[config.mk]
export PLATFORM = sky130hd
export DESIGN_NAME = router_fifo
export DESIGN_NICKNAME = d
export VERILOG_FILES = /design/src/rtl/router_pkg.sv /design/src/rtl/router_fifo_mem.sv /design/src/rtl/router_fifo.sv
export SDC_FILE = /design/constraint.sdc
export NUM_CORES = 1
export LEC_CHECK = 0
export BUFFER_PORTS_ARGS = -buffer_cell sky130_fd_sc_hd__buf_2
export CORE_MARGIN = 2
export CORE_UTILIZATION = 45
export CTS_CLUSTER_SIZE = 10
export DETAILED_ROUTE_END_ITERATION = 12
export SLEW_MARGIN = 20
export SYNTH_ARGS = -nofsm -noshare
export SYNTH_HDL_FRONTEND = slang
export SYNTH_HIERARCHICAL = 1
export SYNTH_SLANG_ARGS = --single-unit
[constraint.sdc]
create_clock -name clock -period 3.5 [get_ports clock]
set_input_delay 0.525 -clock clock [delete_from_list [all_inputs] [get_ports clock]]
set_output_delay 0.525 -clock clock [all_outputs]
set_load 0.05 [all_outputs]
[src/rtl/router_pkg.sv]
// ---------------------------------------------------------------------------
// router_pkg
//
// Shared constants for the 1x3 router datapath.
//
// Contents:
//   WIDTH, DEPTH, ADDR_W, CNT_W  default FIFO geometry
//   LEN_*, DEST_*                header byte field positions
//   IDLE_DATA                    value driven on data_out between packets
//   header_count()               bytes still to come after a header
// ---------------------------------------------------------------------------
package router_pkg;

    localparam int WIDTH  = 8;
    localparam int DEPTH  = 16;
    localparam int ADDR_W = 4;
    localparam int CNT_W  = 7;

    // Header byte layout: [7:2] payload length, [1:0] destination port.
    localparam int LEN_MSB  = 7;
    localparam int LEN_LSB  = 2;
    localparam int DEST_MSB = 1;
    localparam int DEST_LSB = 0;

    localparam logic [WIDTH-1:0] IDLE_DATA = '0;

    // After the header leaves the FIFO, the payload plus one parity byte
    // still have to be read.  A zero-length packet therefore yields 1.
    function automatic logic [CNT_W-1:0] header_count(
        input logic [LEN_MSB-LEN_LSB:0] len
    );
        return CNT_W'(len) + CNT_W'(1);
    endfunction

endpackage

[src/rtl/router_fifo_mem.sv]
// ---------------------------------------------------------------------------
// router_fifo_mem
//
// Storage array for router_fifo: DEPTH entries of WIDTH+1 bits (data plus
// header flag).  Synchronous write, registered read, no reset, so it can be
// swapped for a RAM macro without touching the control logic.
//
// Ports:
//   clock    in   rising-edge clock
//   wr_en    in   write strobe
//   wr_addr  in   write index
//   wr_data  in   {header_flag, data}
//   rd_en    in   read strobe; rd_data updates only when set
//   rd_addr  in   read index
//   rd_data  out  registered read entry
// ---------------------------------------------------------------------------
module router_fifo_mem #(
    parameter int WIDTH  = router_pkg::WIDTH,
    parameter int DEPTH  = router_pkg::DEPTH,
    parameter int ADDR_W = router_pkg::ADDR_W
) (
    input  logic              clock,
    input  logic              wr_en,
    input  logic [ADDR_W-1:0] wr_addr,
    input  logic [WIDTH:0]    wr_data,
    input  logic              rd_en,
    input  logic [ADDR_W-1:0] rd_addr,
    output logic [WIDTH:0]    rd_data
);

    logic [WIDTH:0] mem [DEPTH];

    // The controller never reads and writes the same index in one cycle
    // (that would need the FIFO to be both empty and full), so no
    // read-during-write bypass is needed here.
    always_ff @(posedge clock) begin
        if (wr_en) begin
            mem[wr_addr] <= wr_data;
        end
        if (rd_en) begin
            rd_data <= mem[rd_addr];
        end
    end

endmodule

[src/rtl/router_fifo.sv]
// ---------------------------------------------------------------------------
// router_fifo
//
// Per-destination output FIFO of the 1x3 router.  Buffers bytes from the
// register stage, tags packet headers, and presents bytes to the destination
// reader with one cycle of read latency.  data_out returns to the idle value
// once the parity byte of the current packet has been read.
//
// Ports:
//   clock       in   rising-edge clock
//   resetn      in   asynchronous active-low reset
//   soft_reset  in   synchronous flush (synchroniser timeout), active-high
//   write_enb   in   write request
//   lfd_state   in   current write is a header byte
//   data_in     in   byte to store
//   read_enb    in   read request
//   data_out    out  read data, valid the cycle after an accepted read
//   full        out  DEPTH entries held
//   empty       out  no entries held
// ---------------------------------------------------------------------------
module router_fifo #(
    parameter int WIDTH  = router_pkg::WIDTH,
    parameter int DEPTH  = router_pkg::DEPTH,
    parameter int ADDR_W = router_pkg::ADDR_W,
    parameter int CNT_W  = router_pkg::CNT_W
) (
    input  logic             clock,
    input  logic             resetn,
    input  logic             soft_reset,
    input  logic             write_enb,
    input  logic             lfd_state,
    input  logic [WIDTH-1:0] data_in,
    input  logic             read_enb,
    output logic [WIDTH-1:0] data_out,
    output logic             full,
    output logic             empty
);

    import router_pkg::*;

    // Pointers carry one extra wrap bit to tell full from empty.
    logic [ADDR_W:0]  wr_ptr;
    logic [ADDR_W:0]  rd_ptr;

    logic             wr_fire;
    logic             rd_fire;
    logic [WIDTH:0]   rd_q;

    // count_q is the packet counter as of the previous edge's update; the
    // entry read at that edge only becomes visible in rd_q afterwards, so
    // count_cur folds that pending read in to give the up-to-date value.
    logic [CNT_W-1:0] count_q;
    logic [CNT_W-1:0] count_cur;
    logic             rd_pending;

    // When clear, data_out shows the idle value instead of rd_q.
    logic             show_data;

    assign empty = (wr_ptr == rd_ptr);
    assign full  = (wr_ptr[ADDR_W-1:0] == rd_ptr[ADDR_W-1:0]) &&
                   (wr_ptr[ADDR_W] != rd_ptr[ADDR_W]);

    // Flags are evaluated on pre-edge pointers, which gives the
    // empty/full concurrent read-write rules directly.  A soft reset
    // cycle discards both operations.
    assign wr_fire = write_enb && !full  && !soft_reset;
    assign rd_fire = read_enb  && !empty && !soft_reset;

    router_fifo_mem #(
        .WIDTH  (WIDTH),
        .DEPTH  (DEPTH),
        .ADDR_W (ADDR_W)
    ) u_mem (
        .clock   (clock),
        .wr_en   (wr_fire),
        .wr_addr (wr_ptr[ADDR_W-1:0]),
        .wr_data ({lfd_state, data_in}),
        .rd_en   (rd_fire),
        .rd_addr (rd_ptr[ADDR_W-1:0]),
        .rd_data (rd_q)
    );

    // A header read reloads the counter from its length field; any other
    // read counts down until the parity byte brings it to zero.
    always_comb begin
        count_cur = count_q;
        if (rd_pending) begin
            if (rd_q[WIDTH]) begin
                count_cur = CNT_W'(header_count(rd_q[LEN_MSB:LEN_LSB]));
            end else if (count_q != '0) begin
                count_cur = count_q - CNT_W'(1);
            end
        end
    end

    always_ff @(posedge clock or negedge resetn) begin
        if (!resetn) begin
            wr_ptr     <= '0;
            rd_ptr     <= '0;
            count_q    <= '0;
            rd_pending <= 1'b0;
            show_data  <= 1'b0;
        end else if (soft_reset) begin
            wr_ptr     <= '0;
            rd_ptr     <= '0;
            count_q    <= '0;
            rd_pending <= 1'b0;
            show_data  <= 1'b0;
        end else begin
            if (wr_fire) begin
                wr_ptr <= wr_ptr + 1'b1;
            end
            if (rd_fire) begin
                rd_ptr <= rd_ptr + 1'b1;
            end
            count_q    <= count_cur;
            rd_pending <= rd_fire;
            // Between packets the bus goes idle; mid-packet it holds the
            // last byte while the reader stalls.
            if (rd_fire) begin
                show_data <= 1'b1;
            end else if (count_cur == '0) begin
                show_data <= 1'b0;
            end
        end
    end

    assign data_out = show_data ? rd_q[WIDTH-1:0] : WIDTH'(IDLE_DATA);

endmodule

Word-level counts from Yosys, hierarchy flattened
Memories as Yosys holds them, arrays and structs flattened. A register that Yosys moved wholly into a read port is not among the register bits.
Cells that the tools add are included.
{"block": "totals", "output_inout_bits": 10, "ff_bits": 19, "ramBits": 144, "input_bits": 14, "mem_count": 1, "wordCells": 41}
{"block": "op_classes", "add_sub_neg": 4, "reduce_logical": 13, "n_eq_ne": 3, "mux": 15}
{"memory": "u_mem.mem", "words": 16, "word_bits": 9, "rd": 1, "rd_ports_with_merged_regs": 1, "write_ports": 1, "line": "router_fifo_mem.sv:31", "source": "logic [WIDTH:0] mem [DEPTH];"}
{"cell": "two-way mux 7 bit", "count": 4}
{"cell": "two-way mux 5 bit", "count": 4}
{"cell": "adder 5 x 1 -> 5 bit (second input constant)", "count": 2}
{"cell": "two-way mux 8 bit", "count": 1}
{"cell": "adder 6 x 1 -> 7 bit (second input constant)", "count": 1}
{"cell": "zero test 7 bit", "count": 1}
{"cell": "nonzero test 7 bit", "count": 1}
{"cell": "subtractor 7 x 1 -> 7 bit (second input constant)", "count": 1}
{"cell": "two-way mux 1 bit", "count": 6}
{"cell": "== test 5 bit", "count": 1}
{"cell": "logical AND 1 bit", "count": 5}
{"cell": "== test 4 bit", "count": 1}
{"cell": "nonzero test 2 bit", "count": 2}
{"cell": "zero test 1 bit", "count": 3}
{"cell": "nonzero test 3 bit", "count": 1}
{"cell": "inequality test 1 bit", "count": 1}

Logic depth before layout (Yosys ltp)
Gate-level depths: netlist of the first run.
{"block": "depth", "depth_word": 8, "ltp_mapped": 8, "mapped_depth_nobuf": 8}

Cells and area by module
The synthesis of the first run kept the hierarchy.
{"module": "router_fifo_mem", "cells_each": 254, "area_per_inst_um2": 5870.6, "instances": 1, "seq_area_each_um2": 4594.4}
{"module": "router_fifo", "cells_each": 138, "area_per_inst_um2": 1302.5, "instances": 1, "seq_area_each_um2": 475.5}

Least setup slack after synthesis of the first run
Ideal clock, no wire load.
{"block": "synth_timing", "kind": "reg-to-reg", "from": "register wr_ptr[0]", "to": "memory u_mem/mem[0][0] (netlist bit), enable pin", "t_required_ns": 3.113, "t_arrival_ns": 2.523, "period_less_slack_ns": 2.910, "path_buffers": 0, "setup_time_ns": 0.387, "path_stages_with_launch": 7, "slack_ns": 0.590, "cell_sequence": "dfrtp_1 xor2_1 nor4_4 a21boi_2 nor2b_1 or3b_2 nor3_1"}
{"block": "synth_between", "elab_chain_cells": 7}
{"item": "start, declared", "line": "router_fifo.sv:42", "source": "logic [ADDR_W:0] wr_ptr;"}
{"item": "start signal, assigned", "line": "router_fifo.sv:111", "source": "wr_ptr <= wr_ptr + 1'b1;"}
{"item": "== test 4 bit", "line": "router_fifo.sv:60", "source": "assign full = (wr_ptr[ADDR_W-1:0] == rd_ptr[ADDR_W-1:0]) &&"}
{"item": "logical AND 1 bit", "line": "router_fifo.sv:60"}
{"item": "zero test 1 bit", "line": "router_fifo.sv:66", "source": "assign wr_fire = write_enb && !full && !soft_reset;"}
{"item": "logical AND 1 bit (2 in a row)", "line": "router_fifo.sv:66"}
{"item": "net wr_fire", "line": "router_fifo.sv:45", "source": "logic wr_fire;"}
{"item": "two-way mux 1 bit", "line": "router_fifo_mem.sv:37", "source": "if (wr_en) begin"}
{"item": "two-way mux 1 bit (implied by the code)", "line": "router_fifo_mem.sv:38", "source": "mem[wr_addr] <= wr_data;"}
{"item": "end, declared", "line": "router_fifo_mem.sv:31"}
The timed path passes the listed nets, and every way through them passes these cells.

Final worst setup path of the first run
{"block": "layout_timing", "from": "register wr_ptr[0]", "to": "memory u_mem/mem[2][8] (netlist bit), enable pin"}
Same word-level chain as after synthesis.

==> summary.md, run 1 <==
| Metric | Value |
|---|---|
| Seq/Total Area, Yosys | 0.707 |
| Post-route minimum period | 3.11 ns |
| Fillers | 1289 |
| GP Congestion | 0.836 |
| Top FF cell, synth | edfxtp_1 |
| Clock skew | 0.00911 ns |
| Drt drc | 0 |
| Reg2reg end | u_mem/mem[2][8]$_DFFE_PP_ |
| Vias in the first global route | 3718 |
| FF-to-FF Start | wr_ptr[0]$_DFFE_PN0P_ |
| Largest net degree at the start of global routing | 40 |
| CTS tree | built |
| Row Count | 46 |
| Horiz. Die Dim | 130 um |
| DR WL/cell | 21.1 um |
| Mapped Avg Cell Area | 18.3 um2 |
| Post-synth ARST share | 0.110 |
| Syn-to-layout area delta | 13.2% |
| Critical Path Source | wr_ptr[0]$_DFFE_PN0P_ |
| TritonCTS Buffers | 17 |
| CP Max Fanout | 11 |
| Finish-stage setup viols | 0 |
| Worst-Margin Slew | 0.909 ns |
| Vias | 3690 |
| CP required | 3.55 ns |
| Port buffer count | 23 |
| Final core occ | 0.517 |
| Post-Syn Instances | 392 |
| Area occupied by multi-input gates | 0.00197 mm2 |
| #FFs+latches synth | 172 |
| Peak VDD IR | 0.000378 V |
| TNS Setup | 0 ns |
| Hold buffers post-CTS | 0 |
| Post-CTS sizing | 0 |
| Via density per instance | 5.55 |
| Clk sinks | 172 |
| Initial antenna violation count | 0 |
| Status | finished, final reports clean |
| Most common cell after layout, fill and taps aside | edfxtp_1 |
| RSZ-0062 raised after global routing | false |
| Total Die Area | 0.0170 mm2 |
| Max Clk Rate | 321 MHz |
| Die H | 130 um |
| Core box area | 0.0157 mm2 |
| Max-slew headroom | 0.392 |
| Startpoint types | register |
| Io pins | 24 |
| HPWL Detailed | 8740 um |
| Synthesized Nets | 411 |
| H-tree depth | 4 |
| Final worst-path cycle share | 0.890 |
| MaxCap Viol Count | 0 |
| P_leak | 2.76 nW |
| Reg2Reg Depth | 6 |
| Synthesis Warnings | 6 |
| Root buf cell | clkbuf_16 |
| Fin. max-slew vios | 0 |
| Sequential Area | 0.00507 mm2 |
| Total wire length | 14000 um |
| Critical path arrival | 3.16 ns |
| GRT overflow | 0 |
| Reg2reg setup slack | 0.39 ns |
| Total track usage | 0.182 |
| Final Instance Area | 0.00812 mm2 |
| Setup bufs post-CTS | 0 |
| CP Capture Type | register |
| Post-synth top area cell | edfxtp_1 |
| Post-Layout Cell Count | 665 |
| Placed Instances | 633 |
| Fin. Hold Viols | 0 |
| Placement Cell Area | 0.00756 mm2 |
| EDFF count, synth | 153 |
| Initial Util | 0.457 |
| DRT antenna net count | 0 |
| First-pass GRT wire length | 21800 um |
| Power, Total | 4.73 mW |
| 1st-pass router iterations | 4 |
| ANT cells | 0 |
| Unique masters post-synth | 44 |
| Worst-Skew Late Latency | 0.43 ns |
| Crit Path Category | reg2reg |
| Area contributors post-synth | edfxtp_1 (64%), dfrtp_1 (6.6%), mux4_2 (6.6%) |
| Clk buf depth | 2 |
| Share of layout cells above drive strength 1 | 0.234 |
| Worst hold path class | in2async |
| DRT iter0 DRCs | 270 |
| Yosys top cell area share | 0.641 |
| Final #Nets | 455 |
| Power Density | 583 mW/mm2 |
| Commonest cells after routing, fill and taps aside | edfxtp_1 (153), nor2_1 (28), buf_2 (23) |
| Area of the mapped netlist | 0.00717 mm2 |
| Clock-pin slew on the worst setup and hold paths | 0.06 ns |
## kinds of logic (layout without fill, tap and decap cells)
logic type | Yosys count | count (layout) | share of synthesized area
AOI/OAI and AO/OA | 35 | 35 | 0.0382
DFF | 172 | 172 | 0.707
buffers and inverters | 17 | 74 | 0.0181
xor gates and xnor gates | 18 | 18 | 0.0220
muxes | 39 | 39 | 0.125
adders and majority gates | 5 | 5 | 0.00872
and+or+nand+nor | 106 | 106 | 0.0811
## final cells by class
| class | instances | share of cell area |
|---|---|---|
| Inverter | 2 | 0.000924 |
| Multi-Input combinational cell | 203 | 0.243 |
| Clock inverter | 15 | 0.0160 |
| Tap cell | 216 | 0.0333 |
| Clock buffer | 17 | 0.0524 |
| Sequential cell | 172 | 0.624 |
| Timing Repair Buffer | 40 | 0.0299 |
## worst max path at each step
stage | endpoint | slack [ns] | cells after the start
finish | u_mem/mem[2][8]$_DFFE_PP_ | 0.39 | 6
global route | u_mem/mem[2][3]$_DFFE_PP_ | 0.20 | 6
CTS | u_mem/mem[2][3]$_DFFE_PP_ | 0.37 | 6
detailed placement | u_mem/mem[2][5]$_DFFE_PP_ | 0.43 | 6
global placement | u_mem/mem[2][1]$_DFFE_PP_ | 0.53 | 6
floorplan | u_mem/mem[0][0]$_DFFE_PP_ | 0.59 | 6
## power by group
part	total [mW]	switching, mW	internal, mW	leakage (nW)
Combinational	0.655	0.374	0.281	0.847
Sequential	2.33	0.0447	2.29	1.64
Clock	1.75	0.814	0.934	0.270
Total	4.73	1.23	3.50	2.76
## per-layer routing
layer / routed length [um] / GRT usage / up-vias
met5: 0 / 0 / -
met4: 179 / 0.0633 / 0
met3: 377 / 0.0377 / 11
met2: 7060 / 0.294 / 72
met1: 6410 / 0.248 / 1938
li1: - / - / 1669
## synthesized netlist by cell type (3+ instances only)
cell	n
nand2b_1	3
a21oi_1	5
nor4_2	3
nand3b_1	5
buf_2	3
dfrtp_1	19
nor2_1	28
nand2_1	16
a22oi_1	18
nand3_1	14
edfxtp_1	153
xnor2_1	3
nand4_1	5
nor2b_1	9
mux2i_1	3
buf_6	3
mux4_1	15
nor3_1	5
ha_1	5
mux4_2	21
and2_1	11
xor2_1	15
clkbuf_1	4
## registers in the layout, indices dropped and copies added, names as in the netlist
signal,count
u_mem/mem,144
u_mem/rd_data,9
count_q,7
rd_ptr,5
wr_ptr,5
rd_pending,1
show_data,1
## stage by stage
step                      hold slack [ns]  setup WS [ns]
after detailed placement            0.490          0.431
final                              0.0347          0.386
after global routing               0.0629          0.200
after floorplan                     0.229          0.590
after global placement              0.484          0.530
after CTS                          0.0316          0.373
## critical path, cell delays in order (launching register included)
cell	delay [ns]
dfrtp_1	0.55
xor2_1	0.27
nor4_4	0.10
a21boi_2	0.30
nor2b_1	0.28
or3b_2	0.52
nor2_1	0.71
No activity file was read; power rests on OpenSTA's default activity.
==> inputs of run 2 (changes only) <==
--- a/config.mk
+++ b/config.mk
@@ -10,8 +10,8 @@
 export CORE_UTILIZATION = 45
 export CTS_CLUSTER_SIZE = 10
 export DETAILED_ROUTE_END_ITERATION = 12
+export RECOVER_POWER = 25
 export SLEW_MARGIN = 20
 export SYNTH_ARGS = -nofsm -noshare
 export SYNTH_HDL_FRONTEND = slang
-export SYNTH_HIERARCHICAL = 1
 export SYNTH_SLANG_ARGS = --single-unit
==> summary.md, run 2 <==
| Metric | Value |
|---|---|
| Unique masters post-synth | 44 (unchanged) |
| Port buffer count | 23 (unchanged) |
| DRT iter0 DRCs | 266 (-1.5%) |
| Post-route minimum period | 2.57 ns (-0.543 ns) |
| Worst hold path class | in2async |
| Clock skew | 0.00664 ns (-0.00247 ns) |
| Final Instance Area | 0.00799 mm2 (-1.6%) |
| Power, Total | 4.73 mW (about the same) |
| Critical path arrival | 2.05 ns (-1.11 ns) |
| Via density per instance | 5.67 (+2.3%) |
| Top flop regs | u_mem.mem x144, u_mem.rd_data x9, count_q x7 |
| Largest delay contributor family on the critical path | buffers and inverters |
| H-tree depth | 4 (unchanged) |
| Area occupied by multi-input gates | 0.00193 mm2 (-2.0%) |
| Cells along the critical path | buf_4, xor2_1, nor4_4, nand2_1, inv_1, buf_2 |
| Setup bufs post-CTS | 0 (unchanged) |
| Clk sinks | 172 (unchanged) |
| Horiz. Die Dim | 130 um (-0.38%) |
| Post-Syn Instances | 372 (-5.1%) |
| Yosys top cell area share | 0.646 (+0.00507) |
| GP Congestion | 0.869 (+3.9%) |
| Synthesis Warnings | 0 (-6) |
| Post-synth top area cell | edfxtp_1 |
| CP required | 2.97 ns (-0.58 ns) |
| Peak VDD IR | 0.000330 V (-13%) |
| TNS Setup | 0 ns (unchanged) |
| Vias in the first global route | 3518 (-5.4%) |
| Worst-Skew Late Latency | 0.42 ns (about the same) |
| Drt drc | 0 (unchanged) |
| Max-slew headroom | 0.294 (-0.0981) |
| Max Clk Rate | 389 MHz (+21%) |
| Share of layout cells above drive strength 1 | 0.237 (+0.00299) |
| Worst-Margin Slew | 1.06 ns (+0.150 ns) |
| Fin. max-slew vios | 0 (unchanged) |
| Placement Cell Area | 0.00746 mm2 (-1.4%) |
| First-pass GRT wire length | 22100 um (+1.3%) |
| Max reg flops | 144 (unchanged) |
| Total Die Area | 0.0168 mm2 (-0.76%) |
| P_leak | 2.69 nW (-2.5%) |
| Clk buf depth | 2 (unchanged) |
| RSZ-0062 raised after global routing | false |
| Commonest cells after routing, fill and taps aside | edfxtp_1 (153), mux4_2 (45), dfrtp_1 (18) |
| EDFF count, synth | 153 (unchanged) |
| Most common cell after layout, fill and taps aside | edfxtp_1 |
| Slowest CP cell | nor4_4 |
| Root buf cell | clkbuf_16 |
| Core box area | 0.0153 mm2 (-2.5%) |
| Die H | 130 um (-0.38%) |
| DRT antenna net count | 0 (unchanged) |
| Largest Register | u_mem.mem |
| Power Density | 592 mW/mm2 (+1.5%) |
| Startpoint types | register |
| Initial Util | 0.465 (+0.00818) |
| Clock-pin slew on the worst setup and hold paths | 0.06 ns (about the same) |
| Io pins | 24 (unchanged) |
| Final #Nets | 427 (-6.2%) |
| Area of the mapped netlist | 0.00712 mm2 (-0.78%) |
| Post-CTS sizing | 0 (unchanged) |
| Hold buffers post-CTS | 0 (unchanged) |
| Commonest cells post-synth | edfxtp_1 (153), mux4_2 (45), dfrtp_1 (19) |
| Finish-stage setup viols | 0 (unchanged) |
| Top FF cell, synth | edfxtp_1 |
| Mapped Avg Cell Area | 19.1 um2 (+4.5%) |
| CTS tree | built |
| DR WL/cell | 23.2 um (+9.9%) |
| Status | finished, final reports clean |
| Most frequent cell after synthesis | edfxtp_1 |
| Total track usage | 0.190 (+0.00812) |
| Row Count | 45 (-2.2%) |
| Fillers | 1250 (-3.0%) |
| CP Max Fanout | 12 (+1) |
| Syn-to-layout area delta | 12.3% |
| MaxCap Viol Count | 0 (unchanged) |
| CP Capture Type | output pin |
| Total wire length | 14600 um (+3.9%) |
| Buffers and inverters on the worst path | 3 (+3) |
| Crit Path Category | reg2out |
| Area contributors post-synth | edfxtp_1 (65%), mux4_2 (14%), dfrtp_1 (6.7%) |
| Sequential Area | 0.00507 mm2 (unchanged) |
| Vias | 3569 (-3.3%) |
| #FFs+latches synth | 172 (unchanged) |
| Synthesized Nets | 394 (-4.1%) |
| Post-synth ARST share | 0.110 (unchanged) |
| CP max stage delay | 0.38 ns (-0.33 ns) |
| HPWL Detailed | 9110 um (+4.2%) |
| ANT cells | 0 (unchanged) |
| Fin. Hold Viols | 0 (unchanged) |
| Final worst-path cycle share | 0.735 (-0.155) |
| Seq/Total Area, Yosys | 0.712 (+0.00559) |
| Largest net degree at the start of global routing | 40 (unchanged) |
| GRT overflow | 0 (unchanged) |
| Initial antenna violation count | 0 (unchanged) |
| TritonCTS Buffers | 17 (unchanged) |
| 1st-pass router iterations | 5 (+1) |
-- run 2: worst reg2reg max path, stage by stage (launching register included) --
cell	delay [ns]
dfrtp_1	0.32
buf_4	0.28
xor2_1	0.28
nor4_4	0.09
nand2_1	0.11
nand2_1	0.12
nor2_1	0.34
and4b_1	0.65
-- run 2: area by class of cell --
class                   count  share of cell area
well taps                 211              0.0330
repair buffers             28              0.0182
flip-flops and latches    172               0.635
inverters                   9             0.00423
clock inverters            10              0.0124
multi-input cells         177               0.242
clock buffers              22              0.0556
-- run 2: per-stage QoR --
stage / setup WS, ns / utilization / std cells / hold WS [ns]
after floorplan: 1.49 / - / 372 / 0.229
after global placement: 1.01 / 0.487 / 597 / 0.488
after detailed placement: 0.946 / 0.487 / 597 / 0.492
after CTS: 0.892 / 0.522 / 629 / 0.0374
after global routing: 0.732 / 0.522 / 629 / 0.351
final: 0.929 / 0.522 / 629 / 0.271
-- run 2: cells by family after synthesis --
kind of cell / count (synthesis) / share of synthesized area
flip-flops: 172 / 0.712
AO/OA/AOI/OAI: 21 / 0.0225
XOR/XNOR: 16 / 0.0197
adder cells (fa/ha/maj): 8 / 0.0141
multiplexers: 48 / 0.147
buffers and inverters: 23 / 0.0158
AND/OR/NAND/NOR: 84 / 0.0687
-- run 2: power breakdown --
group | internal (mW) | switching (mW)
registers | 2.29 | 0.0425
clock network | 1.04 | 0.716
logic | 0.293 | 0.355
-- run 2: worst paths after layout --
kind                       slack (ns)                   from                         to  cells after the start
setup / recovery                 0.93  rd_ptr[3]$_DFFE_PN0P_                       full                      6
hold / removal                   0.27                 resetn       count_q[0]$_DFF_PN0_                      1
setup reg to reg                 0.94  rd_ptr[2]$_DFFE_PN0P_  u_mem.mem[8][0]$_DFFE_PP_                      7
hold reg to reg                  0.56  rd_ptr[4]$_DFFE_PN0P_      rd_ptr[4]$_DFFE_PN0P_                      2
max in group asynchronous        2.52                 resetn      rd_ptr[0]$_DFFE_PN0P_                      1
min in group clock               0.48              write_enb      wr_ptr[2]$_DFFE_PN0P_                      4
-- run 2: layer usage --
| layer | GRT usage | share of wire | vias up |
|---|---|---|---|
| met1 | 0.265 | 0.44 | 1859 |
| met4 | 0.0810 | 0.020 | 0 |
| met3 | 0.0451 | 0.053 | 20 |
| li1 | - | - | 1562 |
| met2 | 0.291 | 0.49 | 128 |
| met5 | 0 | 0 | - |
